$ cat src/rtl/upgrade_pkg.sv
// Shared types and default plate geometry for the upgrade pickup controllers.
package upgrade_pkg;

   typedef enum logic [1:0] {
      DIR_LEFT  = 2'b00,
      DIR_RIGHT = 2'b01,
      DIR_DOWN  = 2'b10,
      DIR_UP    = 2'b11
   } dir_t;

   typedef enum logic [1:0] {
      SPAWNED = 2'd0,
      HELD    = 2'd1,
      RESPAWN = 2'd2
   } upg_state_t;

   localparam int ARMOR_LONG_DEF  = 12;
   localparam int ARMOR_SHORT_DEF = 4;
   localparam int ARMOR_GAP_DEF   = 10;

   typedef struct packed {
      logic [9:0] x;
      logic [9:0] y;
      logic [9:0] len;
      logic [9:0] ht;
   } plate_t;

   // Plate sits behind the player; positions wrap mod 1024 and the renderer clips.
   function automatic plate_t rear_plate(input logic [9:0] px, input logic [9:0] py,
                                         input logic [9:0] bs, input dir_t dir,
                                         input logic [9:0] gap, input logic [9:0] lng,
                                         input logic [9:0] shrt);
      plate_t p;
      logic [9:0] off;
      off   = bs + gap;
      p.x   = px;
      p.y   = py;
      p.len = lng;
      p.ht  = shrt;
      case (dir)
         DIR_LEFT: begin
            p.x   = px + off;
            p.len = shrt;
            p.ht  = lng;
         end
         DIR_RIGHT: begin
            p.x   = px - off;
            p.len = shrt;
            p.ht  = lng;
         end
         DIR_DOWN: p.y = py - off;
         default:  p.y = py + off;
      endcase
      return p;
   endfunction

endpackage

$ cat src/rtl/upgrade_hitbox.sv
// Inclusive box-overlap test of a point against a square pickup.
// Span bounds are widened to 11 bits and clamped to the 0..1023 field.
module upgrade_hitbox (
   input  logic [9:0] px,
   input  logic [9:0] py,
   input  logic [9:0] cx,
   input  logic [9:0] cy,
   input  logic [9:0] size,
   output logic       hit
);

   function automatic logic in_span(input logic [9:0] p, input logic [9:0] c,
                                    input logic [9:0] s);
      logic [10:0] lo;
      logic [10:0] hi;
      lo = ({1'b0, c} >= {1'b0, s}) ? ({1'b0, c} - {1'b0, s}) : 11'd0;
      hi = {1'b0, c} + {1'b0, s};
      if (hi > 11'd1023) hi = 11'd1023;
      return ({1'b0, p} >= lo) && ({1'b0, p} <= hi);
   endfunction

   assign hit = in_span(px, cx, size) && in_span(py, cy, size);

endmodule

$ cat src/rtl/upgrade_armor_ctrl.sv
// Armor pickup controller: spawn/hold/respawn lifecycle, pickup arbitration,
// rear plate placement and hit absorption for NUM_PLAYERS tanks.
//
//   state   | meaning
//   --------+-------------------------------------------------------------
//   SPAWNED | pickup on the field, waiting for a player to overlap it
//   HELD    | owner carries the plate; absorbs hits until broken or expired
//   RESPAWN | pickup gone, counting down to reappearance; overlaps ignored
module upgrade_armor_ctrl
   import upgrade_pkg::*;
#(
   parameter int NUM_PLAYERS    = 2,
   parameter int ARMOR_LONG     = ARMOR_LONG_DEF,
   parameter int ARMOR_SHORT    = ARMOR_SHORT_DEF,
   parameter int ARMOR_GAP      = ARMOR_GAP_DEF,
   parameter int HOLD_FRAMES    = 600,
   parameter int RESPAWN_FRAMES = 300,
   parameter int HITS_MAX       = 3
) (
   input  logic                                frame_clk,
   input  logic                                Reset,
   input  logic [NUM_PLAYERS-1:0][9:0]         PlayerX,
   input  logic [NUM_PLAYERS-1:0][9:0]         PlayerY,
   input  logic [9:0]                          Ball_Size,
   input  logic [NUM_PLAYERS-1:0][1:0]         player_dir,
   input  logic [NUM_PLAYERS-1:0]              player_hit,
   input  logic [9:0]                          UpgradeX,
   input  logic [9:0]                          UpgradeY,
   input  logic [9:0]                          Upgrade_Size,
   output logic                                upgrade_visible,
   output logic [NUM_PLAYERS-1:0]              armor_owner,
   output logic [9:0]                          ArmorX,
   output logic [9:0]                          ArmorY,
   output logic [9:0]                          Armor_Length_Halved,
   output logic [9:0]                          Armor_Height_Halved,
   output logic [$clog2(HITS_MAX+1)-1:0]       hits_left,
   output logic [NUM_PLAYERS-1:0]              hit_absorbed
);

   localparam int HL_W = $clog2(HITS_MAX + 1);
   localparam int HT_W = $clog2(HOLD_FRAMES + 1);
   localparam int RT_W = $clog2(RESPAWN_FRAMES + 1);
   localparam logic [HT_W-1:0] HOLD_LOAD = HT_W'(HOLD_FRAMES - 1);
   localparam logic [RT_W-1:0] RESP_LOAD = RT_W'(RESPAWN_FRAMES - 1);
   localparam logic [9:0] GAP   = 10'(ARMOR_GAP);
   localparam logic [9:0] LONG  = 10'(ARMOR_LONG);
   localparam logic [9:0] SHORT = 10'(ARMOR_SHORT);

   upg_state_t              state, state_n;
   logic [HT_W-1:0]         hold_timer, hold_n;
   logic [RT_W-1:0]         respawn_timer, resp_n;
   logic                    vis_n;
   logic [NUM_PLAYERS-1:0]  owner_n, absorb_n;
   logic [HL_W-1:0]         hits_n;
   plate_t                  plate_q, plate_n;

   logic [NUM_PLAYERS-1:0]  overlap;
   logic [NUM_PLAYERS-1:0]  grant_oh;
   plate_t                  grant_plate, owner_plate;
   logic                    owner_hit;

   for (genvar g = 0; g < NUM_PLAYERS; g++) begin : g_hitbox
      upgrade_hitbox u_hitbox (
         .px   (PlayerX[g]),
         .py   (PlayerY[g]),
         .cx   (UpgradeX),
         .cy   (UpgradeY),
         .size (Upgrade_Size),
         .hit  (overlap[g])
      );
   end

   // Descending scan so the lowest overlapping index is the one left standing.
   always_comb begin
      grant_oh    = '0;
      grant_plate = '0;
      owner_plate = '0;
      for (int i = NUM_PLAYERS - 1; i >= 0; i--) begin
         if (overlap[i]) begin
            grant_oh    = '0;
            grant_oh[i] = 1'b1;
            grant_plate = rear_plate(PlayerX[i], PlayerY[i], Ball_Size,
                                     dir_t'(player_dir[i]), GAP, LONG, SHORT);
         end
         if (armor_owner[i]) begin
            owner_plate = rear_plate(PlayerX[i], PlayerY[i], Ball_Size,
                                     dir_t'(player_dir[i]), GAP, LONG, SHORT);
         end
      end
   end

   assign owner_hit = |(player_hit & armor_owner);

   always_comb begin
      state_n  = state;
      hold_n   = hold_timer;
      resp_n   = respawn_timer;
      vis_n    = upgrade_visible;
      owner_n  = armor_owner;
      hits_n   = hits_left;
      plate_n  = plate_q;
      absorb_n = '0;
      case (state)
         SPAWNED: begin
            if (|grant_oh) begin
               state_n = HELD;
               owner_n = grant_oh;
               hits_n  = HL_W'(HITS_MAX);
               hold_n  = HOLD_LOAD;
               vis_n   = 1'b0;
               plate_n = grant_plate;
            end
         end
         HELD: begin
            plate_n = owner_plate;
            if (hold_timer != '0) hold_n = hold_timer - 1'b1;
            if (owner_hit && hits_left != '0) begin
               absorb_n = armor_owner;
               hits_n   = hits_left - 1'b1;
            end
            // A final hit on the expiry frame still pulses before the plate is dropped.
            if ((owner_hit && hits_left == HL_W'(1)) || hold_timer == '0) begin
               state_n = RESPAWN;
               owner_n = '0;
               plate_n = '0;
               hits_n  = '0;
               hold_n  = '0;
               resp_n  = RESP_LOAD;
            end
         end
         RESPAWN: begin
            if (respawn_timer == '0) begin
               state_n = SPAWNED;
               vis_n   = 1'b1;
            end else begin
               resp_n = respawn_timer - 1'b1;
            end
         end
         default: begin
            state_n = SPAWNED;
            vis_n   = 1'b1;
         end
      endcase
   end

   always_ff @(posedge frame_clk) begin
      if (Reset) begin
         state           <= SPAWNED;
         hold_timer      <= '0;
         respawn_timer   <= '0;
         upgrade_visible <= 1'b1;
         armor_owner     <= '0;
         hits_left       <= '0;
         plate_q         <= '0;
         hit_absorbed    <= '0;
      end else begin
         state           <= state_n;
         hold_timer      <= hold_n;
         respawn_timer   <= resp_n;
         upgrade_visible <= vis_n;
         armor_owner     <= owner_n;
         hits_left       <= hits_n;
         plate_q         <= plate_n;
         hit_absorbed    <= absorb_n;
      end
   end

   assign ArmorX              = plate_q.x;
   assign ArmorY              = plate_q.y;
   assign Armor_Length_Halved = plate_q.len;
   assign Armor_Height_Halved = plate_q.ht;

endmodule

$ cat config.mk
export PLATFORM = sky130hd
export DESIGN_NAME = upgrade_armor_ctrl
export DESIGN_NICKNAME = d
export VERILOG_FILES = /design/src/rtl/upgrade_pkg.sv /design/src/rtl/upgrade_hitbox.sv /design/src/rtl/upgrade_armor_ctrl.sv
export SDC_FILE = /design/constraint.sdc
export NUM_CORES = 1
export LEC_CHECK = 0
export BUFFER_PORTS_ARGS = -buffer_cell sky130_fd_sc_hd__buf_2
export CAP_MARGIN = 20
export CORE_AREA = 3 3 133 135
export DETAILED_ROUTE_END_ITERATION = 7
export DIE_AREA = 0 0 136 138
export PLACE_DENSITY = 0.77
export SYNTH_ARGS = -nofsm -noshare
export SYNTH_HDL_FRONTEND = slang
export SYNTH_SLANG_ARGS = --single-unit
$ cat constraint.sdc
create_clock -name frame_clk -period 6.9 [get_ports frame_clk]
set_input_delay 1.035 -clock frame_clk [delete_from_list [all_inputs] [get_ports frame_clk]]
set_output_delay 1.035 -clock frame_clk [all_outputs]
set_load 0.005 [all_outputs]
# Word-level counts from Yosys, hierarchy flattened
# Cells that the tools add are included.
word_totals:
  out_inout_bits: 47
  reg_bits: 68
op_classes:
  bitwise_logic: 3
  n_reduce_logical: 30
  mux: 40
  order_cmp: 12
  eq_ne: 13
  addsub: 16
ops:
  columns: ["op", "count"]
  rows:
  - ["two-way mux 40 bit", 6]
  - ["one-hot mux 10 bit (2 select lines)", 5]
  - ["one-hot mux 40 bit (2 select lines)", 1]
  - ["greater-or-equal comparator 10 x 11 -> 1 bit", 4]
  - ["less-or-equal comparator 10 x 11 -> 1 bit", 4]
  - ["two-way mux 11 bit", 4]
  - ["adder 10 bit", 4]
  - ["subtractor 10 bit", 4]
  - ["two-way mux 10 bit", 3]
  - ["two-way mux 14 bit", 2]
  - ["adder 10 x 10 -> 11 bit", 2]
  - ["> comparator 11 x 10 -> 1 bit, second input constant", 2]
  - ["subtractor 10 x 10 -> 11 bit", 2]
  - ["greater-or-equal comparator 10 bit", 2]
  - ["two-way mux 2 bit", 10]
  - ["two-way mux 9 bit", 2]
  - ["one-hot mux 9 bit (2 select lines)", 1]
  - ["AND reduction 3 bit", 6]
  - ["adder 10 x 4 -> 10 bit, second input constant", 1]
  - ["logical NOT 10 bit", 1]
  - ["nonzero test 10 bit", 1]
  - ["subtractor 10 x 1 -> 10 bit, second input constant", 1]
  - ["logical NOT 9 bit", 1]
  - ["subtractor 9 x 1 -> 9 bit, second input constant", 1]
  - ["18 further kinds", 44]

# Depth between registers and ports, before layout
# Gate-level depths: netlist of run 1.
logic_depth:
  ltp_word: 11
  ltp_mapped: 26

# Hierarchy
# From an unflattened synthesis of run 1, not the netlist that was laid out.
unflattened:
  cells_unflattened: 1428
  area_unflattened_um2: 10740.3
modules_own_cells:
  columns: ["module", "seq_area_each_um2", "cells_each", "area_each_um2", "n_inst"]
  rows:
  - ["upgrade_armor_ctrl", 1021.0, 678, 5132.4, 1]
  - ["upgrade_hitbox (g_hitbox[1].u_hitbox)", 0.0, 385, 2899.0, 1]
  - ["upgrade_hitbox (g_hitbox[0].u_hitbox)", 0.0, 365, 2708.8, 1]

# Worst setup path after synthesis of run 1
# Ideal clock, no wire load.
synth_path:
  kind: "in2reg"
  from: "input port UpgradeX[0]"
  to: "register plate_q, in the netlist ArmorY[1]"
  arrival_time_ns: 5.165
  required_ns: 6.812
  slack_ns: 1.647
  cell_stages: 20
  path_cell_list: "ha_1 -> fa_1 -> and2b_4 -> o221ai_1 -> a21oi_2 -> or2_2 -> clkbuf_1 -> nor2_1 -> ha_1 -> a21oi_1 -> a21oi_1 -> a211oi_1 -> inv_1 -> maj3_2 -> a2111o_1 -> a211oi_4 -> a32o_2 -> buf_12 -> o211ai_4 -> a311oi_2"
synth_via:
  elab_chain_cells: 11
  word_cells_on_any_way: 23
  classes_between: "add/sub: 2; order compare: 6; eq/ne: 1; mux: 8; reduce/logical: 6"
synth_rtl:
  columns: ["element", "line", "rtl"]
  rows:
  - ["from (decl)", "upgrade_armor_ctrl.sv:27", "input logic [9:0] UpgradeX,"]
  - ["adder 10 x 10 -> 11 bit", "upgrade_hitbox.sv:17", "hi = {1'b0, c} + {1'b0, s};"]
  - ["> comparator 11 x 10 -> 1 bit", "upgrade_hitbox.sv:18", "if (hi > 11'd1023) hi = 11'd1023;"]
  - ["two-way mux 11 bit", "upgrade_hitbox.sv:18", null]
  - ["less-or-equal comparator 10 x 11 -> 1 bit", "upgrade_hitbox.sv:19", "return ({1'b0, p} >= lo) && ({1'b0, p} <= hi);"]
  - ["logical AND 1 bit", "upgrade_hitbox.sv:19", null]
  - ["logical AND 1 bit", "upgrade_hitbox.sv:22", "assign hit = in_span(px, cx, size) && in_span(py, cy, size);"]
  - ["two-way mux 2 bit (2 in series)", "upgrade_armor_ctrl.sv:79", "if (overlap[i]) begin"]
  - ["OR reduction 2 bit", "upgrade_armor_ctrl.sv:105", "if (|grant_oh) begin"]
  - ["!= test 2 bit (no line)", null, null]
  - ["AND reduction 2 bit (no line)", null, null]
  - ["to (signal assigned)", "upgrade_armor_ctrl.sv:163", "plate_q <= plate_n;"]
  - ["to (decl)", "upgrade_armor_ctrl.sv:55", "plate_t plate_q, plate_n;"]
# Parallel ways exist; a longest one is shown, timed or not. The select of a mux whose other input is x is not followed.
# A chain may end at the register's enable or synchronous reset.

# Worst setup path in the final report of run 1
layout_path:
  from: "input port Upgrade_Size[1]"
  to: "register plate_q, in the netlist ArmorY[1]"
layout_via:
  elab_chain_cells: 11
  word_cells_on_any_way: 35
  classes_between: "add/sub: 4; order compare: 12; eq/ne: 1; mux: 10; reduce/logical: 8"
layout_rtl:
  columns: ["element", "line", "rtl"]
  rows:
  - ["from (decl)", "upgrade_armor_ctrl.sv:29", "input logic [9:0] Upgrade_Size,"]
  - ["adder 10 x 10 -> 11 bit", "upgrade_hitbox.sv:17", null]
  - ["> comparator 11 x 10 -> 1 bit", "upgrade_hitbox.sv:18", null]
  - ["two-way mux 11 bit", "upgrade_hitbox.sv:18", null]
  - ["less-or-equal comparator 10 x 11 -> 1 bit", "upgrade_hitbox.sv:19", null]
  - ["logical AND 1 bit", "upgrade_hitbox.sv:19", null]
  - ["logical AND 1 bit", "upgrade_hitbox.sv:22", null]
  - ["two-way mux 2 bit (2 in series)", "upgrade_armor_ctrl.sv:79", null]
  - ["OR reduction 2 bit", "upgrade_armor_ctrl.sv:105", null]
  - ["!= test 2 bit (no line)", null, null]
  - ["AND reduction 2 bit (no line)", null, null]
# Parallel ways exist; a longest one is shown, timed or not. The select of a mux whose other input is x is not followed.

==> summary.md, run 1 <==
| Metric | Value |
|---|---|
| Commonest non-fill, non-tap cell in the layout | ha_1 |
| Via count | between 8000 and 9000 |
| Share of cells above drive strength 1 | around 16% |
| Core Region | about 17000 um^2 |
| Pin count of the biggest net entering global routing | 43 |
| Footprint of the multi-input gates | between 7000 and 8000 um^2 |
| Switching Fraction | about 48% |
| Cts bufs inserted | 5 |
| Row count | 47 |
| Final worst path period share | approximately nine tenths |
| Post-CTS Resized | 0 |
| Wire per inst | 17.3 um |
| Number of synthesized flops with an enable pin | 0 |
| Internal power | 1.22 mW |
| Actual slew at the worst max-slew pin | just under 1 ns |
| Ys Warns | 0 |
| Initial Util | a little under three fifths |
| RSZ-0062 raised after global routing | false |
| Minimum clock period after layout | around 6.3 ns |
| Nets | roughly 1500 |
| Die width | roughly 140 um |
| Adder and majority gate portion of the synthesized area | between 20% and 30% |
| Sequential share of power | 22.1% |
| Fin Setup TNS | 0 ns |
| Flip-flop and latch area | between 1000 and 1500 um^2 |
| Mapped Area | slightly above 9000 um^2 |
| DP HPWL | between 20000 and 25000 um |
| Mapped Cells | between 1000 and 1500 |
| TritonCTS clock tree | done |
| Clock transition at the registers of the reported paths | roughly 0.070 ns |
| Largest family of logic cells by synthesized area | compound AO/OA/AOI/OAI gates |
| I/O pin count | ~140 |
| Total Wirelength | 25800 um |
| CP Data Arrival Time | 6.46 ns |
| Largest area contributor in the netlist | ha_1 |
| Vias per cell | between 5 and 6 |
| Die Ht | ~140 um |
| IO buf count | about 120 |
| First-pass DRT Iterations | 5 |
| WP data required | a little over 7 ns |
| Clk buf depth | 2 |
| Global-route wire length before repair | ~42000 um |
| Setup repair bufs after CTS | 0 |
| Area contributors post-synth | ha_1, dfxtp_1, xnor2_1 |
| Setup CP Type | in -> reg |
| Static leakage | 4.43 nW |
| Synth Area in Compound Gates | 26.7% |
| Sequential-to-total area share from yosys stat | approximately 11% |
| Min Hold Slack | slightly below 0.5 ns |
| XOR/XNOR Fraction of Synth Area | ~8.5% |
| Final hold viol count | 0 |
| Most frequent cells in the layout | ha_1, nor2_1, buf_2 |
| CP startpoint kind | input port |
| Worst Setup End Kind | flip-flop |
| Worst Path Max Fanout | 40 |
| Maximum clock frequency | about 160 MHz |
| Comb power frac | about 67% |
| Slew headroom | approximately a third |
| Initial drt markers | 621 |
| Diodes inserted | 0 |
| Post-CTS Hold Buffers | 0 |
| Worst Skew | just over 0.009 ns |
| Syn avg cell area | between 7 and 8 um^2 |
| Clk_lat worst skew | 0.30 ns |
| Total gr overflow | 0 |
| P&R area growth vs syn | 7.57% |
| Slew Limit Fails | 0 |
| Tightest Hold Check Type | reg -> reg |
| Asr flop ratio synth | 0% |
| Synth Register Bits | between 50 and 60 |
| H-tree levels | 2 |
| Pwr Density | 239 nW/um^2 |
| # setup viols final | 0 |
| Clock power frac | between 10% and 20% |
| Total Routing Usage GR | a little over a quarter |
| Reported net switching power | approximately 1.1 mW |
| Max-Cap Viols | 0 |
| Worst IR Drop VDD | 0.236 mV |
| Top FF cell, synth | dfxtp_1 |
| Simple-Gate Fraction of Synth Area | between 20% and 30% |
| Post-synthesis mux area share | about 1.4% |
| Filler cells | about 1600 |
| Post-synthesis cell type count | 89 |
| RePlAce Congestion | around 0.94 |
| Full die area | 18800 um^2 |
| Outcome | finished clean |
| DRT antenna net count | 0 |
| Number of remaining DRC errors | 0 |
| Clock Sinks | slightly above 50 |
| Post-synth top area share | 21.8% |
| Initial antenna violation count | 0 |
| Number of global-route vias before repair | ~8400 |
| Clk root buf | clkbuf_16 |
| PnR Total Power | ~2.3 mW |
==> logic make-up after synthesis <==
family | after synthesis
AOI/OAI and AO/OA | 335
other | 1
DFF | 51
and+or+nand+nor | 395
buffers and inverters | 135
xor gates and xnor gates | 89
adders and majority gates | 168
muxes | 12
==> metal layers <==
layer	share of wire, %	global-route usage [%]	wire [um]
met3	5.7	2.73	1470
met1	46	37.5	11700
met5	0	0	0
met4	2.5	6.47	632
met2	46	44.4	11900
==> sequential cells by signal, summed over array words and instances (netlist names) <==
register             cells
hits_left                2
hold_timer              10
respawn_timer            9
armor_owner              2
ArmorX                  10
state                    2
hit_absorbed             2
upgrade_visible          1
Armor_Height_Halved      1
Armor_Length_Halved      2
ArmorY                  10
==> stage by stage <==
step	setup WS, ns	util [%]	std cells	cell area [um^2]
2_1_floorplan	1.65	-	1201	9190
3_3_place_gp	0.741	58.3	1483	9670
3_5_place_dp	0.441	58.3	1483	9670
4_1_cts	0.747	59.2	1491	9820
5_1_grt	0.135	59.2	1491	9820
6_report	0.642	59.2	1491	9820
==> power groups by stage <==
stage	sequential, mW	combinational [mW]	clock (mW)
2_1_floorplan	0.496	1.21	0
4_1_cts	0.516	1.56	0.258
3_3_place_gp	0.519	1.51	0
6_report	0.518	1.57	0.254
3_5_place_dp	0.520	1.54	0
5_1_grt	0.533	1.76	0.271
==> layout make-up <==
type,instances,area share [%]
clock buffers,5,1.27
multi-input cells,1015,76.0
flip-flops and latches,51,10.4
clock inverters,3,0.242
well taps,220,2.80
inverters,76,2.91
repair buffers,121,6.37
==> synthesized netlist by cell type (7+ instances only) <==
library cell and count:
o21ai_0 75, or2_2 8, nand2_1 100, buf_6 8
xor2_1 30, fa_1 8, a21boi_0 10, or3_1 15
a221oi_1 9, a21oi_1 74, dfxtp_1 51, a311oi_1 10
a31oi_1 7, nor3_1 29, nand2b_1 19, nor2_1 132
nor2b_1 23, a211oi_2 18, clkbuf_1 19, o31ai_1 9
nand3_1 18, ha_1 159, o211ai_1 7, xnor2_1 59
a211oi_1 13, buf_4 19, nand4_1 10, a21o_1 17
mux2_2 8, inv_1 74, o21a_1 9, a22oi_2 18
buf_2 7
==> critical path: stages <==
cell	delay, ns
buf_2	0.19
inv_1	0.19
ha_1	0.34
nand2b_1	0.18
a211o_1	0.31
a21oi_1	0.15
o21ai_0	0.10
a21oi_1	0.17
o21ai_0	0.12
a21oi_1	0.17
nor2_1	0.07
xnor2_1	0.12
nor2_1	0.14
ha_1	0.29
and3_1	0.20
a221oi_1	0.43
o221ai_1	0.18
o21bai_1	0.19
a211oi_1	0.21
nand4b_1	0.25
a31oi_1	0.38
o31a_2	0.45
buf_12	0.28
nor2_1	0.08
a311oi_2	0.24
==> path summary, 6_finish.rpt <==
kind / startpoint / endpoint / slack (ns) / cells past startpoint
setup / recovery: Upgrade_Size[1] / ArmorY[1]$_SDFFE_PP0P_ / 0.64 / 25
hold / removal: hold_timer[6]$_SDFFE_PP0P_ / hold_timer[6]$_SDFFE_PP0P_ / 0.49 / 1
setup reg to reg: hold_timer[0]$_SDFFE_PP0P_ / respawn_timer[5]$_SDFFE_PP0P_ / 3.63 / 11
hold reg to reg: hold_timer[6]$_SDFFE_PP0P_ / hold_timer[6]$_SDFFE_PP0P_ / 0.49 / 1
Power figures use the tool's default switching activity.
==> run 2: changes to the inputs <==
--- a/config.mk
+++ b/config.mk
@@ -5,12 +5,14 @@
 export SDC_FILE = /design/constraint.sdc
 export NUM_CORES = 1
 export LEC_CHECK = 0
-export BUFFER_PORTS_ARGS = -buffer_cell sky130_fd_sc_hd__buf_2
+export ABC_CLOCK_PERIOD_IN_PS = 6900
 export CAP_MARGIN = 20
 export CORE_AREA = 3 3 133 135
 export DETAILED_ROUTE_END_ITERATION = 7
 export DIE_AREA = 0 0 136 138
-export PLACE_DENSITY = 0.77
+export DONT_BUFFER_PORTS = 1
+export PLACE_DENSITY = 0.7
+export RECOVER_POWER = 50
 export SYNTH_ARGS = -nofsm -noshare
 export SYNTH_HDL_FRONTEND = slang
 export SYNTH_SLANG_ARGS = --single-unit
==> run 2 against run 1 <==
Net effect:
- sequential power grew 4%
- first-iteration DRC count fell by 9.3%
- register-to-register slack improved by 0.02 ns
- cell area down 5.8%
- setup slack improved by 0.33 ns
- cell count fell by 7.7%
- routed wire length down 1.3%
- combinational power shrank 9.6%
- die area unchanged
- highest routed layer unchanged
==> summary.md, run 2 (synthesis gave the netlist of run 1 again) <==
| Metric | Value |
|---|---|
| Clk_lat worst skew | about 0.3 ns |
| Diodes inserted | 0 |
| Nets | between 1000 and 1500 |
| Total gr overflow | 0 |
| Slew headroom | a little over two fifths |
| Worst IR Drop VDD | 0.219 mV |
| Slew Limit Fails | 0 |
| Crit-path max cell delay | 0.43 ns |
| First-pass DRT Iterations | 6 |
| DP HPWL | 21100 um |
| Cts bufs inserted | 5 |
| Clk buf depth | 2 |
| Worst path slowest cell | o21ai_2 |
| Global-route wire length before repair | 41100 um |
| Origin of the worst setup path | Upgrade_Size[1] |
| Clk root buf | clkbuf_16 |
| Final worst path period share | a little under nine tenths |
| Die width | around 140 um |
| # setup viols final | 0 |
| Tightest Hold Check Type | reg -> reg |
| Fin Setup TNS | 0 ns |
| Crit path depth | 24 |
| Static leakage | 3.95 nW |
| Commonest non-fill, non-tap cell in the layout | ha_1 |
| Top cell family by delay on the critical path | compound AO/OA/AOI/OAI gates |
| CP Data Arrival Time | 6.15 ns |
| Number of global-route vias before repair | ~7800 |
| WP data required | between 7 and 8 ns |
| DRT antenna net count | 0 |
| Post-CTS Hold Buffers | 0 |
| Global Route met3 Usage | just over 6% |
| Post-CTS Resized | 0 |
| CP startpoint kind | input port |
| Maximum clock frequency | 169 MHz |
| Pwr Density | roughly 240 nW/um^2 |
| Worst hold start | respawn_timer[8]$_SDFFE_PP0P_ |
| Initial drt markers | around 560 |
| Final hold viol count | 0 |
| I/O pin count | between 100 and 150 |
| Wire per inst | around 18 um |
| CP dominant cell by count | a21oi_1 |
| Met1 GRT Util | 37.0% |
| Outcome | finished clean |
| Max-Cap Viols | 0 |
| Full die area | 18800 um^2 |
| IO buf count | 0 |
| Row count | 47 |
| Initial Util | 55.0% |
| CP Buf/Inv Count | 2 |
| H-tree levels | 2 |
| Worst Path Max Fanout | 15 |
| Actual slew at the worst max-slew pin | ~0.84 ns |
| TritonCTS clock tree | done |
| Clock Sinks | slightly above 50 |
| P&R area growth vs syn | 1.33% |
| PnR Total Power | 2.22 mW |
| M2 GR Usage | a little over two fifths |
| Hold Path Cell Cnt | 2 |
| Minimum clock period after layout | roughly 5.9 ns |
| Share of cells above drive strength 1 | approximately 7.5% |
| Filler cells | around 1600 |
| Die Ht | between 100 and 150 um |
| Initial antenna violation count | 0 |
| Critical Path, Cell by Cell | inv_1, ha_1, nand2b_1, a211o_1, a21oi_1, o21ai_0, a21oi_1, o21ai_0, a21oi_1, nor2_1, xnor2_1, nor2_1, ha_1, and3_1, a221oi_1, o221ai_1, o21bai_1, a211oi_1, nand4b_1, a31o_1, o21ai_2, buf_4, o21ai_1, a311oi_2 |
| Core Region | 16600 um^2 |
| Total Wirelength | approximately 25000 um |
| Pin count of the biggest net entering global routing | 43 |
| Setup CP Type | in -> reg |
| GRT Max-Usage Layer | met2 |
| Cell count of the worst reg-to-reg path | 10 |
| Worst Setup End Kind | flip-flop |
| Total Routing Usage GR | 26.7% |
| Via count | a little over 8000 |
| Worst Skew | 0.00609 ns |
| Number of remaining DRC errors | 0 |
| RePlAce Congestion | ~0.93 |
| RSZ-0062 raised after global routing | false |
| Worst reg2reg startpoint | hold_timer[0]$_SDFFE_PP0P_ |
| Most frequent cells in the layout | ha_1, nor2_1, nand2_1 |
| Clock transition at the registers of the reported paths | about 0.07 ns |
| Setup repair bufs after CTS | 0 |
| Vias per cell | 6.03 |
-- run 2: final timing paths --
kind / end / slack (ns)
max: ArmorY[8]$_SDFFE_PP0P_ / 0.97
min: respawn_timer[8]$_SDFFE_PP0P_ / 0.48
max reg2reg: respawn_timer[7]$_SDFFE_PP0P_ / 3.65
min reg2reg: respawn_timer[8]$_SDFFE_PP0P_ / 0.48
-- run 2: per-stage QoR --
step	setup WS, ns	hold WS, ns	area, um^2	util [%]	std cells
global route	0.458	0.509	9250	55.8	1376
global placement	0.890	0.460	9100	54.9	1368
CTS	0.988	0.483	9250	55.8	1376
finish	0.969	0.484	9250	55.8	1376
floorplan	1.65	0.440	9190	-	1201
detailed placement	0.685	0.469	9100	54.9	1368
-- run 2: routing by layer --
metal,share of wire [%],vias up
met2,46,254
met4,1.2,0
met3,8.0,19
met1,45,3848
met5,0,-
li1,-,4179
-- run 2: worst min-delay path: cells and delay by family (launching register included) --
kind               cells  cell delay, ns
AOI/OAI and AO/OA      2            0.13
DFF                    1            0.32
-- run 2: layout make-up --
| type | instances | area (um^2) | area share, % |
|---|---|---|---|
| flip-flops and latches | 51 | 1020 | 11.0 |
| clock inverters | 3 | 22.5 | 0.243 |
| multi-input cells | 1015 | 7460 | 80.7 |
| clock buffers | 5 | 125 | 1.35 |
| repair buffers | 6 | 57.6 | 0.622 |
| inverters | 76 | 285 | 3.08 |
| well taps | 220 | 275 | 2.98 |
-- run 2: power breakdown --
| group | internal [mW] | switching, mW |
|---|---|---|
| clock network | 0.137 | 0.122 |
| logic | 0.605 | 0.820 |
| registers | 0.417 | 0.121 |
| total | 1.16 | 1.06 |
